$ cat config.mk
export PLATFORM = sky130hd
export DESIGN_NAME = seq_detect_ctrl_flat
export DESIGN_NICKNAME = d
export VERILOG_FILES = /design/src/rtl/seq_detect_ctrl_if.sv /design/src/rtl/seq_detect_ctrl.sv /design/src/flat_wrapper.sv
export SDC_FILE = /design/constraint.sdc
export NUM_CORES = 1
export LEC_CHECK = 0
export CORE_MARGIN = 4
export CORE_UTILIZATION = 57
export DETAILED_ROUTE_END_ITERATION = 6
export GPL_ROUTABILITY_DRIVEN = 0
export PLACE_DENSITY = 0.94
export SYNTH_ARGS = -nofsm -noshare
export SYNTH_HDL_FRONTEND = slang
export SYNTH_SLANG_ARGS = --single-unit
$ cat constraint.sdc
create_clock -name clk -period 8.5 [get_ports clk]
set_clock_uncertainty 0.1 [all_clocks]
set_input_delay 1.7 -clock clk [delete_from_list [all_inputs] [get_ports clk]]
set_output_delay 1.7 -clock clk [all_outputs]
set_load 0.005 [all_outputs]
$ cat src/rtl/seq_detect_ctrl_if.sv
// Sequence-detector bus: start/stop control, scan configuration,
// serial data and status. master drives, slave is the detector.
interface seq_detect_ctrl_if #(
  parameter int PAT_W   = 8,
  parameter int CNT_W   = 8,
  parameter int FRAME_W = 16
);
  localparam int LEN_W = $clog2(PAT_W + 1);

  logic               start;
  logic               stop;
  logic [PAT_W-1:0]   cfg_pattern;
  logic [LEN_W-1:0]   cfg_len;
  logic [FRAME_W-1:0] cfg_frame_len;
  logic [CNT_W-1:0]   cfg_thresh;
  logic               data_valid;
  logic               data_in;
  logic               busy;
  logic               match;
  logic [CNT_W-1:0]   match_cnt;
  logic [FRAME_W-1:0] bit_cnt;
  logic               hit;
  logic               done;

  modport master (
    output start, stop, cfg_pattern, cfg_len,
    output cfg_frame_len, cfg_thresh,
    output data_valid, data_in,
    input  busy, match, match_cnt, bit_cnt,
    input  hit, done
  );

  modport slave (
    input  start, stop, cfg_pattern, cfg_len,
    input  cfg_frame_len, cfg_thresh,
    input  data_valid, data_in,
    output busy, match, match_cnt, bit_cnt,
    output hit, done
  );
endinterface

$ cat src/rtl/seq_detect_ctrl.sv
// Runtime-programmable serial pattern detector with start/stop scan
// sequencing, saturating match/bit counters and a sticky threshold hit.
// Ports: clk, rst_n (sync, active-low), bus (seq_detect_ctrl_if.slave).
// Macro SEQ_DET_OVERLAP_EN: defined = overlapping matches,
// undefined = fill is cleared on each match (non-overlapping).
module seq_detect_ctrl #(
  parameter int PAT_W   = 8,
  parameter int CNT_W   = 8,
  parameter int FRAME_W = 16
) (
  input logic              clk,
  input logic              rst_n,
  seq_detect_ctrl_if.slave bus
);
  localparam int LEN_W = $clog2(PAT_W + 1);

`ifdef SEQ_DET_OVERLAP_EN
  localparam bit OVERLAP = 1'b1;
`else
  localparam bit OVERLAP = 1'b0;
`endif

  typedef enum logic [1:0] {
    IDLE, ARM, SCAN, DONE
  } state_t;

  state_t state;
  state_t state_n;

  logic [PAT_W-1:0]   pat_q;
  logic [LEN_W-1:0]   len_q;
  logic [FRAME_W-1:0] frame_q;
  logic [CNT_W-1:0]   thr_q;

  logic [PAT_W-1:0]   hist_q;
  logic [LEN_W-1:0]   fill_q;
  logic [CNT_W-1:0]   cnt_q;
  logic [FRAME_W-1:0] bit_q;
  logic               match_q;
  logic               hit_q;

  logic [LEN_W-1:0]   len_in;
  logic [PAT_W-1:0]   mask;
  logic [PAT_W-1:0]   hist_n;
  logic [LEN_W-1:0]   fill_n;
  logic [FRAME_W-1:0] bit_n;
  logic [CNT_W-1:0]   cnt_n;
  logic               is_match;
  logic               last;

  // Length is clamped once at latch time so the scan never sees 0
  // or an over-long pattern.
  always_comb begin
    len_in = bus.cfg_len;
    unique case (1'b1)
      bus.cfg_len == '0:            len_in = LEN_W'(1);
      bus.cfg_len > LEN_W'(PAT_W):  len_in = LEN_W'(PAT_W);
      default: ;
    endcase
  end

  always_comb begin
    mask = '0;
    for (int i = 0; i < PAT_W; i++)
      mask[i] = (i < int'(len_q));
  end

  always_comb begin
    hist_n = {hist_q[PAT_W-2:0], bus.data_in};
    fill_n = (fill_q == LEN_W'(PAT_W)) ?
             fill_q : fill_q + LEN_W'(1);
    bit_n  = (&bit_q) ? bit_q : bit_q + FRAME_W'(1);
    cnt_n  = (&cnt_q) ? cnt_q : cnt_q + CNT_W'(1);
    is_match = bus.data_valid &&
               (((hist_n ^ pat_q) & mask) == '0) &&
               (fill_n >= len_q);
    last   = bus.data_valid && (frame_q != '0) &&
             (bit_n == frame_q);
  end

  always_ff @(posedge clk) begin
    if (!rst_n) state <= IDLE;
    else        state <= state_n;
  end

  always_comb begin
    state_n = state;
    unique case (state)
      IDLE:    if (bus.start) state_n = ARM;
      ARM:     state_n = SCAN;
      SCAN:    if (last || bus.stop) state_n = DONE;
      DONE:    state_n = IDLE;
      default: state_n = IDLE;
    endcase
  end

  always_ff @(posedge clk) begin
    if (!rst_n) begin
      pat_q   <= '0;
      len_q   <= LEN_W'(1);
      frame_q <= '0;
      thr_q   <= '0;
      hist_q  <= '0;
      fill_q  <= '0;
      cnt_q   <= '0;
      bit_q   <= '0;
      match_q <= 1'b0;
      hit_q   <= 1'b0;
    end else begin
      match_q <= 1'b0;
      unique case (state)
        IDLE: begin
          if (bus.start) begin
            pat_q   <= bus.cfg_pattern;
            len_q   <= len_in;
            frame_q <= bus.cfg_frame_len;
            thr_q   <= bus.cfg_thresh;
          end
        end
        ARM: begin
          hist_q <= '0;
          fill_q <= '0;
          cnt_q  <= '0;
          bit_q  <= '0;
          hit_q  <= 1'b0;
        end
        SCAN: begin
          if (bus.data_valid) begin
            hist_q <= hist_n;
            fill_q <= fill_n;
            bit_q  <= bit_n;
            if (is_match) begin
              match_q <= 1'b1;
              cnt_q   <= cnt_n;
              if (thr_q != '0 && cnt_n == thr_q)
                hit_q <= 1'b1;
              // Restart qualification so the next match
              // needs a full fresh pattern length.
              if (!OVERLAP) fill_q <= '0;
            end
          end
        end
        default: ;
      endcase
    end
  end

  assign bus.busy      = (state == ARM) || (state == SCAN);
  assign bus.done      = (state == DONE);
  assign bus.match     = match_q;
  assign bus.match_cnt = cnt_q;
  assign bus.bit_cnt   = bit_q;
  assign bus.hit       = hit_q;

endmodule

$ cat src/flat_wrapper.sv
// flat-port wrapper written by rule: the top's interface ports become plain ports
module seq_detect_ctrl_flat 
#(
  parameter int PAT_W   = 8,
  parameter int CNT_W   = 8,
  parameter int FRAME_W = 16
)
  (clk, rst_n, bus_start, bus_stop, bus_cfg_pattern, bus_cfg_len, bus_cfg_frame_len, bus_cfg_thresh, bus_data_valid, bus_data_in, bus_busy, bus_match, bus_match_cnt, bus_bit_cnt, bus_hit, bus_done);
  seq_detect_ctrl_if #(.PAT_W(PAT_W), .CNT_W(CNT_W), .FRAME_W(FRAME_W)) bus_i ();
  input logic clk;
  input logic rst_n;
  input wire logic [$bits(bus_i.start)-1:0] bus_start;
  input wire logic [$bits(bus_i.stop)-1:0] bus_stop;
  input wire logic [$bits(bus_i.cfg_pattern)-1:0] bus_cfg_pattern;
  input wire logic [$bits(bus_i.cfg_len)-1:0] bus_cfg_len;
  input wire logic [$bits(bus_i.cfg_frame_len)-1:0] bus_cfg_frame_len;
  input wire logic [$bits(bus_i.cfg_thresh)-1:0] bus_cfg_thresh;
  input wire logic [$bits(bus_i.data_valid)-1:0] bus_data_valid;
  input wire logic [$bits(bus_i.data_in)-1:0] bus_data_in;
  output wire logic [$bits(bus_i.busy)-1:0] bus_busy;
  output wire logic [$bits(bus_i.match)-1:0] bus_match;
  output wire logic [$bits(bus_i.match_cnt)-1:0] bus_match_cnt;
  output wire logic [$bits(bus_i.bit_cnt)-1:0] bus_bit_cnt;
  output wire logic [$bits(bus_i.hit)-1:0] bus_hit;
  output wire logic [$bits(bus_i.done)-1:0] bus_done;
  assign bus_i.start = bus_start;
  assign bus_i.stop = bus_stop;
  assign bus_i.cfg_pattern = bus_cfg_pattern;
  assign bus_i.cfg_len = bus_cfg_len;
  assign bus_i.cfg_frame_len = bus_cfg_frame_len;
  assign bus_i.cfg_thresh = bus_cfg_thresh;
  assign bus_i.data_valid = bus_data_valid;
  assign bus_i.data_in = bus_data_in;
  assign bus_busy = bus_i.busy;
  assign bus_match = bus_i.match;
  assign bus_match_cnt = bus_i.match_cnt;
  assign bus_bit_cnt = bus_i.bit_cnt;
  assign bus_hit = bus_i.hit;
  assign bus_done = bus_i.done;
  seq_detect_ctrl #(.PAT_W(PAT_W), .CNT_W(CNT_W), .FRAME_W(FRAME_W)) u_core (.clk(clk), .rst_n(rst_n), .bus(bus_i));
endmodule
Word level (Yosys, flattened, before mapping)
Index checks and enable logic that the tools add are counted.
- word-level logic and storage cells: 80
- output and inout port bits: 28
- register bits: 75
- $lt $le $gt $ge: 10
- equal/unequal tests: 11
- reduce and logical (&&, ||, !) cells: 21
- bitwise gates (word level): 2
- $add $sub $neg: 3
- mux-type cells: 22
- operators with widths (operator ; number):
    $mux 16 ; 2
    $pmux 16 s2 ; 1
    $mux 8 ; 3
    $add 16x1->16 const B ; 1
    $eq 16x16->1 ; 1
    $lt 3x4->1 const A ; 4
    $pmux 4 s2 ; 2
    $pmux 8 s2 ; 1
    $reduce_and 16->1 ; 1
    $reduce_bool 16->1 ; 1
    $pmux 7 s2 ; 1
    $mux 4 ; 3
    $add 8x1->8 const B ; 1
    $and 8x8->8 ; 1
    $eq 8x8->1 ; 1
    $logic_not 8->1 ; 1
    $lt 1x4->1 const A ; 2
    $lt 2x4->1 const A ; 2
    $pmux 2 s4 ; 1
    $reduce_and 8->1 ; 1
    $reduce_bool 8->1 ; 1
    $xor 8x8->8 ; 1
    $mux 7 ; 1
    $ne 2x1->1 const B ; 3
    18 further kinds ; 32

Longest topological paths before layout
Gate-level depths: netlist of the first run.
- word-level depth: 8
- mapped depth: 15
- gate-level depth less buffers: 14

Least setup slack after synthesis of the first run
No wires, ideal clock.
- kind: input -> register
- start point: input bus_data_in
- end point: register u_core.cnt_q[3] (netlist: u_core.bus.match_cnt[3])
- arrival: 3.366 ns
- buffers on the path: 0
- slack: 4.917 ns
- stages: 7
- library setup time: 0.117 ns
- cell sequence: xor2_1 a222oi_1 nand3_1 or4_4 and2_1 o21bai_1 a32o_1
- cells in the longest elaborated chain, start to end: 7
- RTL lines (element ; line ; RTL):
    start, declared ; flat_wrapper.sv:19 ; input wire logic [$bits(bus_i.data_in)-1:0] bus_data_in;
    $xor 8x8->8 ; seq_detect_ctrl.sv:75 ; (((hist_n ^ pat_q) & mask) == '0) &&
    $and 8x8->8 ; seq_detect_ctrl.sv:75 ;
    $logic_not 8->1 ; seq_detect_ctrl.sv:75 ;
    $logic_and 1x1->1 ; seq_detect_ctrl.sv:74 ; is_match = bus.data_valid &&
    $logic_and 1x1->1 ; seq_detect_ctrl.sv:75 ;
    $ne 2x1->1 (no source line) ; n/a ;
    $reduce_and 3->1 (no source line) ; n/a ;
    end signal, assigned ; seq_detect_ctrl.sv:134 ; cnt_q <= cnt_n;
    end, declared ; seq_detect_ctrl.sv:37 ; logic [CNT_W-1:0] cnt_q;
No other way between the ends.
A chain may end at the register's enable or synchronous reset.

==> metrics.yaml, run 1 <==
setup_violations: 0
cp-end-kind: "flop"
crit_chain: "clkdlybuf4s50_1, inv_2, nor2_1, and2_1, o21ai_0, o31ai_1"
syn_avg_cell_area_um2: 7.78
grt_antenna_before_repair: 0
seq_area_frac_synth: 0.354
area_growth_pct: 20.4
period_share: 0.489
fp.dieArea_mm2: 0.00888
coreArea_mm2: 0.00725
worst_setup_path_start_kind: "primary input"
p_per_area_mw_per_mm2: 197
min_period_ns: 4.16
cts.sinks: 75
power_switching_mw: 0.381
grt_pass1_wl_mm: 19.3
violations: "design-rule violations"
synth_edf_count: 0
hold_end: "u_core.pat_q[2]"
synth_cell_types: 58
seqCellArea_mm2: 0.00150
min-delay-start: "u_core.pat_q[2]"
n_antenna_cell: 0
vias_per_cell: 6.33
drt_wl_total_mm: 11.8
hold_buffers: 0
grt_max_degree: 47
hold_viol: 0
path_max_fanout: 46
io_pins: 70
p_total_mw: 1.00
cpPeakStageDelay_ns: 1.01
synth_flop_cell: "dfxtp_1"
clockBufferDepth: 2
fillers: 504
drt_pre_antenna_iters: 7
hp-class: "flop to flop"
multi_input_comb_area_mm2: 0.00255
place.detailed.hpwl_mm: 8.25
ir_worst_vdd_uv: 112
combPwrFrac: 0.321
drc_errors: 3
cp.arrival_ns: 4.33
num_rows: 31
whs_path_depth: 2
numCtsBuffers: 9
insertion_delay_ns: 0.36
status: "finished with violations"
critical_path_class: "primary input to flop"
grtUsageTotal: 0.271
io_buffers: 69
tightest_slew_ns: 1.17
nets: 651
postCtsSetupBuffers: 0
cts_resized: 0
power.leakage_nw: 1.79
cap_violations: 0
fmax_ghz: 0.240
ys_warn_count: 0
cts_tree: "done"
syn_nets: 600
htree_levels: 3
r2r_start: "u_core.bus.bit_cnt[1]"
grt.overflow.total: 0
power_frac_seq: 0.426
vias: 4429
synth_seq_cells: 75
cts.clk_slew.worst_paths_ns: 0.09
maxSlewViolCount: 0
die_w_um: 94.2
async_flop_share: 0
tns_ns: 0
syn_inst: 545
intPower_mw: 0.624
cts_root_buf: "clkbuf_8"
worst-r2r-setup-slack_ns: 4.92
critPathSlowestCell: "nor2_1"
relSlewSlack: 0.214
wl_per_cell_um: 16.9
worstReg2RegEnd: "u_core.state[0]"
drt_iter0_markers: 601
p_clk_frac: 0.253
reg2reg_depth: 9
drive_gt1_frac: 0.0433
die_h_um: 94.2
rsz0062_at_grt: "no"
grt_pass1_vias: 4118
p_sw_frac: 0.379
worstPathRequired_ns: 8.67
initial_core_util: 0.584
ant_nets: 0
syn_area_mm2: 0.00424
==> critical path, delay by kind of cell <==
family,cells,cell delay (ns)
compound gates,2,0.20
buf+inv,2,1.16
simple gates,2,1.25
==> worst max path at each step <==
stage / slack (ns) / start / endpoint / cells past startpoint
6_report: 4.34 / rst_n / u_core.bus.bit_cnt[11] / 6
5_1_grt: 4.22 / rst_n / u_core.bus.bit_cnt[11] / 6
4_1_cts: 4.43 / rst_n / u_core.bus.bit_cnt[11] / 6
3_5_place_dp: 4.13 / rst_n / u_core.bus.bit_cnt[11] / 6
3_3_place_gp: 4.27 / rst_n / u_core.bus.bit_cnt[11] / 6
2_1_floorplan: 4.92 / bus_data_in / u_core.bus.match_cnt[3] / 7
==> metrics by stage <==
stage,cells,setup WS [ns],utilization,area (µm²),hold slack [ns]
after floorplan,545,4.92,-,4240,0.348
after global placement,684,4.27,0.679,4920,0.358
after detailed placement,684,4.13,0.679,4920,0.363
after CTS,700,4.43,0.704,5100,0.374
after global routing,700,4.22,0.704,5100,0.390
final,700,4.34,0.704,5100,0.374
==> cells in the final DEF, fill, tap and decap left out, types with 3 or more instances in the layout <==
master / count
clkinv_4: 4
and2_1: 5
nand2_1: 108
nor4_1: 9
nor2b_1: 4
xnor2_1: 23
xor2_1: 15
o21ai_0: 21
and3_1: 8
inv_1: 15
a211oi_1: 3
o31ai_1: 3
a31oi_1: 5
dfxtp_1: 75
nand3b_1: 3
and4_1: 3
nand3_1: 23
mux2_2: 3
mux2i_1: 8
a22o_1: 9
clkbuf_8: 9
nor2_1: 24
nand4_1: 12
a21oi_1: 60
ha_1: 13
a311oi_1: 4
nor3_1: 16
nand2b_1: 4
clkdlybuf4s50_1: 69
or4_1: 3
==> cell families after synthesis <==
family                     after synthesis  synth area share
adders and majority gates               13            0.0384
AOI/OAI and AO/OA                      134             0.199
xor gates and xnor gates                38            0.0785
muxes                                   11            0.0269
and+or+nand+nor                        229             0.258
DFF                                     75             0.354
buffers and inverters                   45            0.0443
==> power by group through the flow <==
stage | registers (mW) | clock network [mW] | logic (mW)
floorplan | 0.422 | 0 | 0.223
global placement | 0.431 | 0 | 0.295
detailed placement | 0.434 | 0 | 0.310
CTS | 0.426 | 0.251 | 0.316
global route | 0.431 | 0.270 | 0.356
finish | 0.428 | 0.254 | 0.323
==> cell usage after synthesis (9+ instances only) <==
cell / n / area (µm²)
nor4_1: 9 / 56.3
a21oi_1: 60 / 300
xnor2_1: 23 / 201
nand4_1: 12 / 75.1
xor2_1: 15 / 131
dfxtp_1: 75 / 1500
o21ai_0: 21 / 105
nor2_1: 24 / 90.1
ha_1: 13 / 163
inv_1: 15 / 56.3
a22o_1: 9 / 78.8
clkbuf_1: 19 / 71.3
nor3_1: 16 / 80.1
nand2_1: 108 / 405
nand3_1: 23 / 115
==> per-layer routing <==
layer / part of all wire / wire [µm] / global-route usage
met1: 0.39 / 4660 / 0.343
met2: 0.47 / 5570 / 0.438
met3: 0.097 / 1140 / 0.0569
met4: 0.040 / 471 / 0.126
met5: 0 / 0 / 0
==> state kept, by name, indices dropped and copies added (netlist names) <==
signal / cells
u_core.bus.bit_cnt: 16
u_core.frame_q: 16
u_core.bus.match_cnt: 8
u_core.pat_q: 8
u_core.thr_q: 8
u_core.hist_q: 7
u_core.fill_q: 4
u_core.len_q: 4
u_core.state: 2
u_core.bus.hit: 1
u_core.bus.match: 1
==> layout make-up <==
cell class	count	area share
clock buffer	9	0.0243
tap	99	0.0243
clock inverter	7	0.0108
multi-input combinational	425	0.499
sequential	75	0.294
timing repair buffer	69	0.135
inverter	16	0.0118
(Power assumes the default switching activity.)
==> run 2, diff against run 1 <==
Settings changed: CORE_UTILIZATION 57 to 49, PLACE_DENSITY 0.94 to 0.86.
Clock period 8.5 ns to 3.6 ns, I/O delays scaled along.
==> metrics.yaml, run 2 (synthesis results as in run 1) <==
cp-startpoint: "u_core.bus.bit_cnt[0]"  # was rst_n
worst_setup_path_start_kind: "flop"  # was primary input
final_common_cell: "nand2_1"  # unchanged
critPathSlowestCell: "nor4_1"  # was nor2_1
multi_input_comb_area_mm2: 0.00255  # about the same
hold_ws_ns: 0.373  # was 0.374 ns
cap_violations: 0  # unchanged
grt_max_degree: 46  # was 47
hold_viol: 0  # unchanged
drt_iter0_markers: 359  # was 601
worstReg2RegEnd: "u_core.state[0]"  # unchanged
grt_pass1_wl_mm: 18.4  # was 19.3 mm
htree_levels: 3  # unchanged
fillers: 696  # was 504
ant_nets: 0  # unchanged
final_cell_mix: "nand2_1, dfxtp_1, clkdlybuf4s50_1"  # unchanged
clockBufferDepth: 2  # unchanged
cts.clk_slew.worst_paths_ns: 0.08  # was 0.09 ns
vias_per_cell: 5.98  # was 6.33
tns_ns: 0  # unchanged
initial_core_util: 0.511  # was 0.584
area_growth_pct: 22.1  # was 20.4%
hp-class: "flop to flop"  # unchanged
cts.sinks: 75  # unchanged
rsz0062_at_grt: "no"  # unchanged
place.detailed.hpwl_mm: 8.36  # was 8.25 mm
fmax_ghz: 0.294
fp.dieArea_mm2: 0.0102  # was 0.00888 mm²
worst-r2r-setup-slack_ns: 0.20  # was 4.92 ns
io_pins: 70  # unchanged
grt_pass1_vias: 3993  # was 4,118
p_per_area_mw_per_mm2: 451  # was 197 mW/mm²
numCtsBuffers: 9  # unchanged
io_buffers: 69  # unchanged
instances_no_fill: 715  # was 700
whs_path_depth: 2  # unchanged
n_antenna_cell: 0  # unchanged
vias: 4279  # was 4,429
drt_wl_total_mm: 11.3  # was 11.8 mm
num_rows: 33  # was 31
drive_gt1_frac: 0.0590  # was 0.0433
relSlewSlack: 0.534  # was 0.214
cts_root_buf: "clkbuf_8"  # unchanged
cpPeakStageDelay_ns: 0.60  # was 1.01 ns
min_period_ns: 3.40
grt_antenna_before_repair: 0  # unchanged
hold_buffers: 0  # unchanged
period_share: 0.945
grt.overflow.total: 0  # unchanged
crit_end: "u_core.state[0]"  # was u_core.bus.bit_cnt[11]
r2r_start: "u_core.bus.bit_cnt[0]"  # was u_core.bus.bit_cnt[1]
p_total_mw: 2.33  # was 1.00 mW
fin_area_mm2: 0.00517  # was 0.00510 mm²
place_area_mm2: 0.00500  # was 0.00492 mm²
reg2reg_depth: 9  # unchanged
cts_tree: "done"  # unchanged
seqCellArea_mm2: 0.00150  # unchanged
setup_violations: 0  # unchanged
nets: 660  # was 651
crit_chain: "ha_1, nand4_1, nor4_1, mux2i_1, xor2_1, nand2_1, a2111o_1, or2_1, a31oi_1"  # was clkdlybuf4s50_1, inv_2, nor2_1, and2_1, o21ai_0, o31ai_1
cp-end-kind: "flop"  # unchanged
grtUsageTotal: 0.225  # was 0.271
coreArea_mm2: 0.00830  # was 0.00725 mm²
die_h_um: 101  # was 94.2 µm
tightest_slew_ns: 0.696  # was 1.17 ns
ir_worst_vdd_uv: 274  # was 112 µV
maxSlewViolCount: 0  # unchanged
worstPathRequired_ns: 3.78  # was 8.67 ns
drc_errors: 0  # was 3
drt_pre_antenna_iters: 5  # was 7
cp.arrival_ns: 3.59  # was 4.33 ns
dp.cells: 699  # was 684
status: "finished clean"  # was finished with violations
wl_per_cell_um: 15.8  # was 16.9 µm
critical_path_class: "flop to flop"  # was primary input to flop
power.leakage_nw: 1.84  # was 1.79 nW
path_max_fanout: 8  # was 46
die_w_um: 101  # was 94.2 µm
insertion_delay_ns: 0.35  # was 0.36 ns
[run 2: cell count changes in the layout (fill, tap and decap cells not counted)]
| cell | change |
|---|---|
| clkinv_4 | -2 |
| clkinv_2 | +3 |
| a211oi_2 | +1 |
| buf_4 | +9 |
| a211oi_1 | -1 |
| clkinvlp_4 | -1 |
[run 2: metrics by stage]
step | util | setup slack (ns)
5_1_grt | 0.623 | 0.0249
4_1_cts | 0.623 | 0.294
3_3_place_gp | 0.602 | 0.372
2_1_floorplan | - | 0.730
6_report | 0.623 | 0.199
3_5_place_dp | 0.602 | 0.318
[run 2: final cells by class]
cell class | count | area share
Tap cell | 105 | 0.0254
Clock buffer | 9 | 0.0239
Sequential cell | 75 | 0.290
Timing Repair Buffer | 78 | 0.147
Multi-Input combinational cell | 425 | 0.494
Inverter | 16 | 0.0116
Clock inverter | 7 | 0.00871
[run 2: how the worst min path moves through the flow]
| stage | end | startpoint |
|---|---|---|
| floorplan | u_core.pat_q[0] | u_core.pat_q[0] |
| global placement | u_core.pat_q[2] | u_core.pat_q[2] |
| detailed placement | u_core.pat_q[2] | u_core.pat_q[2] |
| CTS | u_core.pat_q[2] | u_core.pat_q[2] |
| global route | u_core.pat_q[3] | u_core.pat_q[3] |
| finish | u_core.pat_q[2] | u_core.pat_q[2] |
[run 2: report_power, final]
| group | switching, mW | total, mW | internal [mW] |
|---|---|---|---|
| clock network | 0.322 | 0.569 | 0.247 |
| logic | 0.436 | 0.757 | 0.320 |
| registers | 0.0907 | 1.01 | 0.915 |
| total | 0.849 | 2.33 | 1.48 |
[run 2: critical path, delay by kind of cell, from the launching register on]
kind / cells / cell delay (ns)
flops: 1 / 0.50
xor+xnor: 1 / 0.19
fa+ha+maj: 1 / 0.33
compound gates: 2 / 0.59
simple gates: 4 / 1.30
mux: 1 / 0.33
[run 2: repair_timing]
action	CTS	global route
setup endpoints to repair	0	1
setup buffers	0	0
resized for setup	0	1
[run 2: routing by layer]
layer  global-route usage  vias to the layer above  share of wire
met5                    0                        -              0
met3               0.0332                       39          0.087
met1                0.291                     1960           0.42
met2                0.367                      203           0.46
met4                0.107                        0          0.029
li1                     -                     2077              -
==> run 3, diff against run 2 <==
Settings changed: ABC_AREA set to 1, CORE_UTILIZATION 49 to 48, PLACE_DENSITY 0.86 to 0.76, SKIP_CTS_REPAIR_TIMING set to 1.
==> metrics.yaml, run 3 <==
status: "finished clean"  # unchanged
grt.overflow.total: 0  # unchanged
syn_area_mm2: 0.00405  # was 0.00424 mm²
cap_violations: 0  # unchanged
async_flop_share: 0  # unchanged
area_growth_pct: 23.7  # was 22.1%
wl_per_cell_um: 13.5  # was 15.8 µm
vias: 4045  # was 4,279
cts.sinks: 75  # unchanged
power_switching_mw: 0.900  # was 0.849 mW
setup_violations: 0  # unchanged
synth.most_common_cell: "nand2_1"  # unchanged
synth_cell_types: 32  # was 58
pre_cts_ws_ns: 0.973  # was 0.318 ns
p_sw_frac: 0.359  # was 0.364
synth_edf_count: 0  # unchanged
fp.dieArea_mm2: 0.00997  # was 0.0102 mm²
io_pins: 70  # unchanged
cp-startpoint: "u_core.bus.bit_cnt[0]"  # unchanged
synth_top_area_share: 0.371  # was 0.354
maxSlewViolCount: 0  # unchanged
drt_wl_total_mm: 10.3  # was 11.3 mm
grt_pass1_wl_mm: 17.3  # was 18.4 mm
power_frac_seq: 0.422  # was 0.431
insertion_delay_ns: 0.34  # was 0.35 ns
tns_ns: 0  # unchanged
synth_seq_cells: 75  # unchanged
reg2reg_depth: 18  # was 9
critical_path_class: "flop to flop"  # unchanged
syn_nets: 645  # was 600
ys_warn_count: 0  # unchanged
n_antenna_cell: 0  # unchanged
grt_pass1_vias: 3880  # was 3,993
drt_iter0_markers: 314  # was 359
rsz0062_at_grt: "no"  # unchanged
seqCellArea_mm2: 0.00150  # unchanged
synth_top_family_by_area: "simple AND/OR/NAND/NOR gates"  # unchanged
synth_area_leaders: "dfxtp_1, nand2_1, o21ai_0"  # was dfxtp_1, nand2_1, a21oi_1
yosysTopAreaCell: "dfxtp_1"  # unchanged
cp.arrival_ns: 2.68  # was 3.59 ns
worstReg2RegEnd: "u_core.state[1]"  # was u_core.state[0]
place.detailed.hpwl_mm: 7.94  # was 8.36 mm
grt_antenna_before_repair: 0  # unchanged
path_common_cell: "nand2_1"
num_rows: 33  # unchanged
htree_levels: 3  # unchanged
intPower_mw: 1.61  # was 1.48 mW
synth_xor_area_frac: 0.0692  # was 0.0785
relSlewSlack: 0.635  # was 0.534
synth_flop_cell: "dfxtp_1"  # unchanged
ir_worst_vdd_uv: 539  # was 274 µV
grt_max_degree: 55  # was 46
coreArea_mm2: 0.00822  # was 0.00830 mm²
hold_viol: 0  # unchanged
fillers: 792  # was 696
worst_setup_path_start_kind: "flop"  # unchanged
final_common_cell: "nand2_1"  # unchanged
drt_pre_antenna_iters: 5  # unchanged
initial_core_util: 0.493  # was 0.511
p_per_area_mw_per_mm2: 501  # was 451 mW/mm²
p_clk_frac: 0.256  # was 0.244
vias_per_cell: 5.29  # was 5.98
worst-r2r-setup-slack_ns: 1.05  # was 0.20 ns
min_period_ns: 2.55  # was 3.40 ns
seq_area_frac_synth: 0.371  # was 0.354
fmax_ghz: 0.392  # was 0.294 GHz
syn_inst: 590  # was 545
path_max_fanout: 20  # was 8
die_h_um: 99.9  # was 101 µm
cpPeakStageDelay_ns: 0.45  # was 0.60 ns
power.leakage_nw: 2.05  # was 1.84 nW
multi_input_comb_area_mm2: 0.00222  # was 0.00255 mm²
grtUsageTotal: 0.213  # was 0.225
cp-end-kind: "flop"  # unchanged
cts_tree: "done"  # unchanged
finalWorstSetupSlack_ns: 1.05  # was 0.199 ns
synth_simple_gate_area_frac: 0.291  # was 0.258
io_buffers: 69  # unchanged
drive_gt1_frac: 0.0516  # was 0.0590
whs_path_depth: 2  # unchanged
tightest_slew_ns: 0.544  # was 0.696 ns
synth_mux_area_frac: 0  # was 0.0269
clockBufferDepth: 2  # unchanged
hp-class: "flop to flop"  # unchanged
numCtsBuffers: 9  # unchanged
worstPathRequired_ns: 3.73  # was 3.78 ns
r2r_start: "u_core.bus.bit_cnt[0]"  # unchanged
cts_root_buf: "clkbuf_8"  # unchanged
syn_avg_cell_area_um2: 6.87  # was 7.78 µm²
nets: 709  # was 660
synth-compound-area-share: 0.147  # was 0.199
ys_top_cells_by_count: "nand2_1, dfxtp_1, nor2_1"  # was nand2_1, dfxtp_1, a21oi_1
synthAdderAreaFrac: 0.0401  # was 0.0384
final_cell_mix: "nand2_1, dfxtp_1, clkdlybuf4s50_1"  # unchanged
drc_errors: 0  # unchanged
critPathSlowestCell: "dfxtp_1"  # was nor4_1
crit_chain: "ha_1, inv_1, nor2_4, nand2_4, nor2_4, inv_2, nand2_2, inv_2, nand2_1, nand2_1, nor2_1, nand2_1, nor2_1, nand2_1, nand2_2, nand3_1, nand2_1, nor2_1"  # was ha_1, nand4_1, nor4_1, mux2i_1, xor2_1, nand2_1, a2111o_1, or2_1, a31oi_1
ant_nets: 0  # unchanged
crit_end: "u_core.state[1]"  # was u_core.state[0]
period_share: 0.708  # was 0.945
die_w_um: 99.9  # was 101 µm
combPwrFrac: 0.322  # was 0.325
cts.clk_slew.worst_paths_ns: 0.08  # about the same
[run 3: worst min-delay path by stage]
stage	start	endpoint
5_1_grt	u_core.bus.hit	u_core.bus.hit
3_5_place_dp	u_core.len_q[2]	u_core.len_q[2]
6_report	u_core.len_q[2]	u_core.len_q[2]
2_1_floorplan	u_core.bus.hit	u_core.bus.hit
3_3_place_gp	u_core.bus.hit	u_core.bus.hit
4_1_cts	u_core.len_q[2]	u_core.len_q[2]
[run 3: layout make-up]
type / instances / area share
Timing Repair Buffer: 73 / 0.144
Inverter: 66 / 0.0494
Clock buffer: 11 / 0.0282
Tap cell: 105 / 0.0262
Clock inverter: 5 / 0.0105
Sequential cell: 75 / 0.300
Multi-Input combinational cell: 429 / 0.442
[run 3: worst max-delay path, delay by kind of cell (launching register included)]
| family | cells | cell delay (ns) |
|---|---|---|
| buffers and inverters | 3 | 0.32 |
| adders and majority gates | 1 | 0.31 |
| and+or+nand+nor | 14 | 1.28 |
| DFF | 1 | 0.45 |
[run 3: cells by family (layout without fill, tap and decap cells)]
group | count (synthesis) | in the layout
flops | 75 | 75
fa+ha+maj | 13 | 13
simple gates | 274 | 274
compound gates | 110 | 110
buf+inv | 86 | 155
xor+xnor | 32 | 32
[run 3: layer usage]
layer  global-route usage  share of wire  vias up
met5                    0              0        -
met4               0.0798          0.016        0
met3               0.0354          0.053       14
met2                0.376           0.50      119
met1                0.259           0.43     1862
li1                     -              -     2050
[run 3: power by group through the flow]
| stage | clock network (mW) | logic (mW) | registers, mW |
|---|---|---|---|
| floorplan | 0 | 0.578 | 1.05 |
| global route | 0.694 | 0.916 | 1.08 |
| global placement | 0 | 0.777 | 1.07 |
| detailed placement | 0 | 0.801 | 1.08 |
| finish | 0.642 | 0.808 | 1.06 |
| CTS | 0.654 | 0.807 | 1.06 |
[run 3: per-stage QoR]
step / cell area [µm²] / util / hold WS (ns) / power, mW / std cells
global route: 5010 / 0.610 / 0.402 / 2.69 / 764
floorplan: 4050 / - / 0.342 / 1.63 / 590
global placement: 4820 / 0.586 / 0.357 / 1.85 / 748
detailed placement: 4820 / 0.586 / 0.361 / 1.88 / 748
finish: 5010 / 0.610 / 0.371 / 2.51 / 764
CTS: 5010 / 0.610 / 0.372 / 2.52 / 764
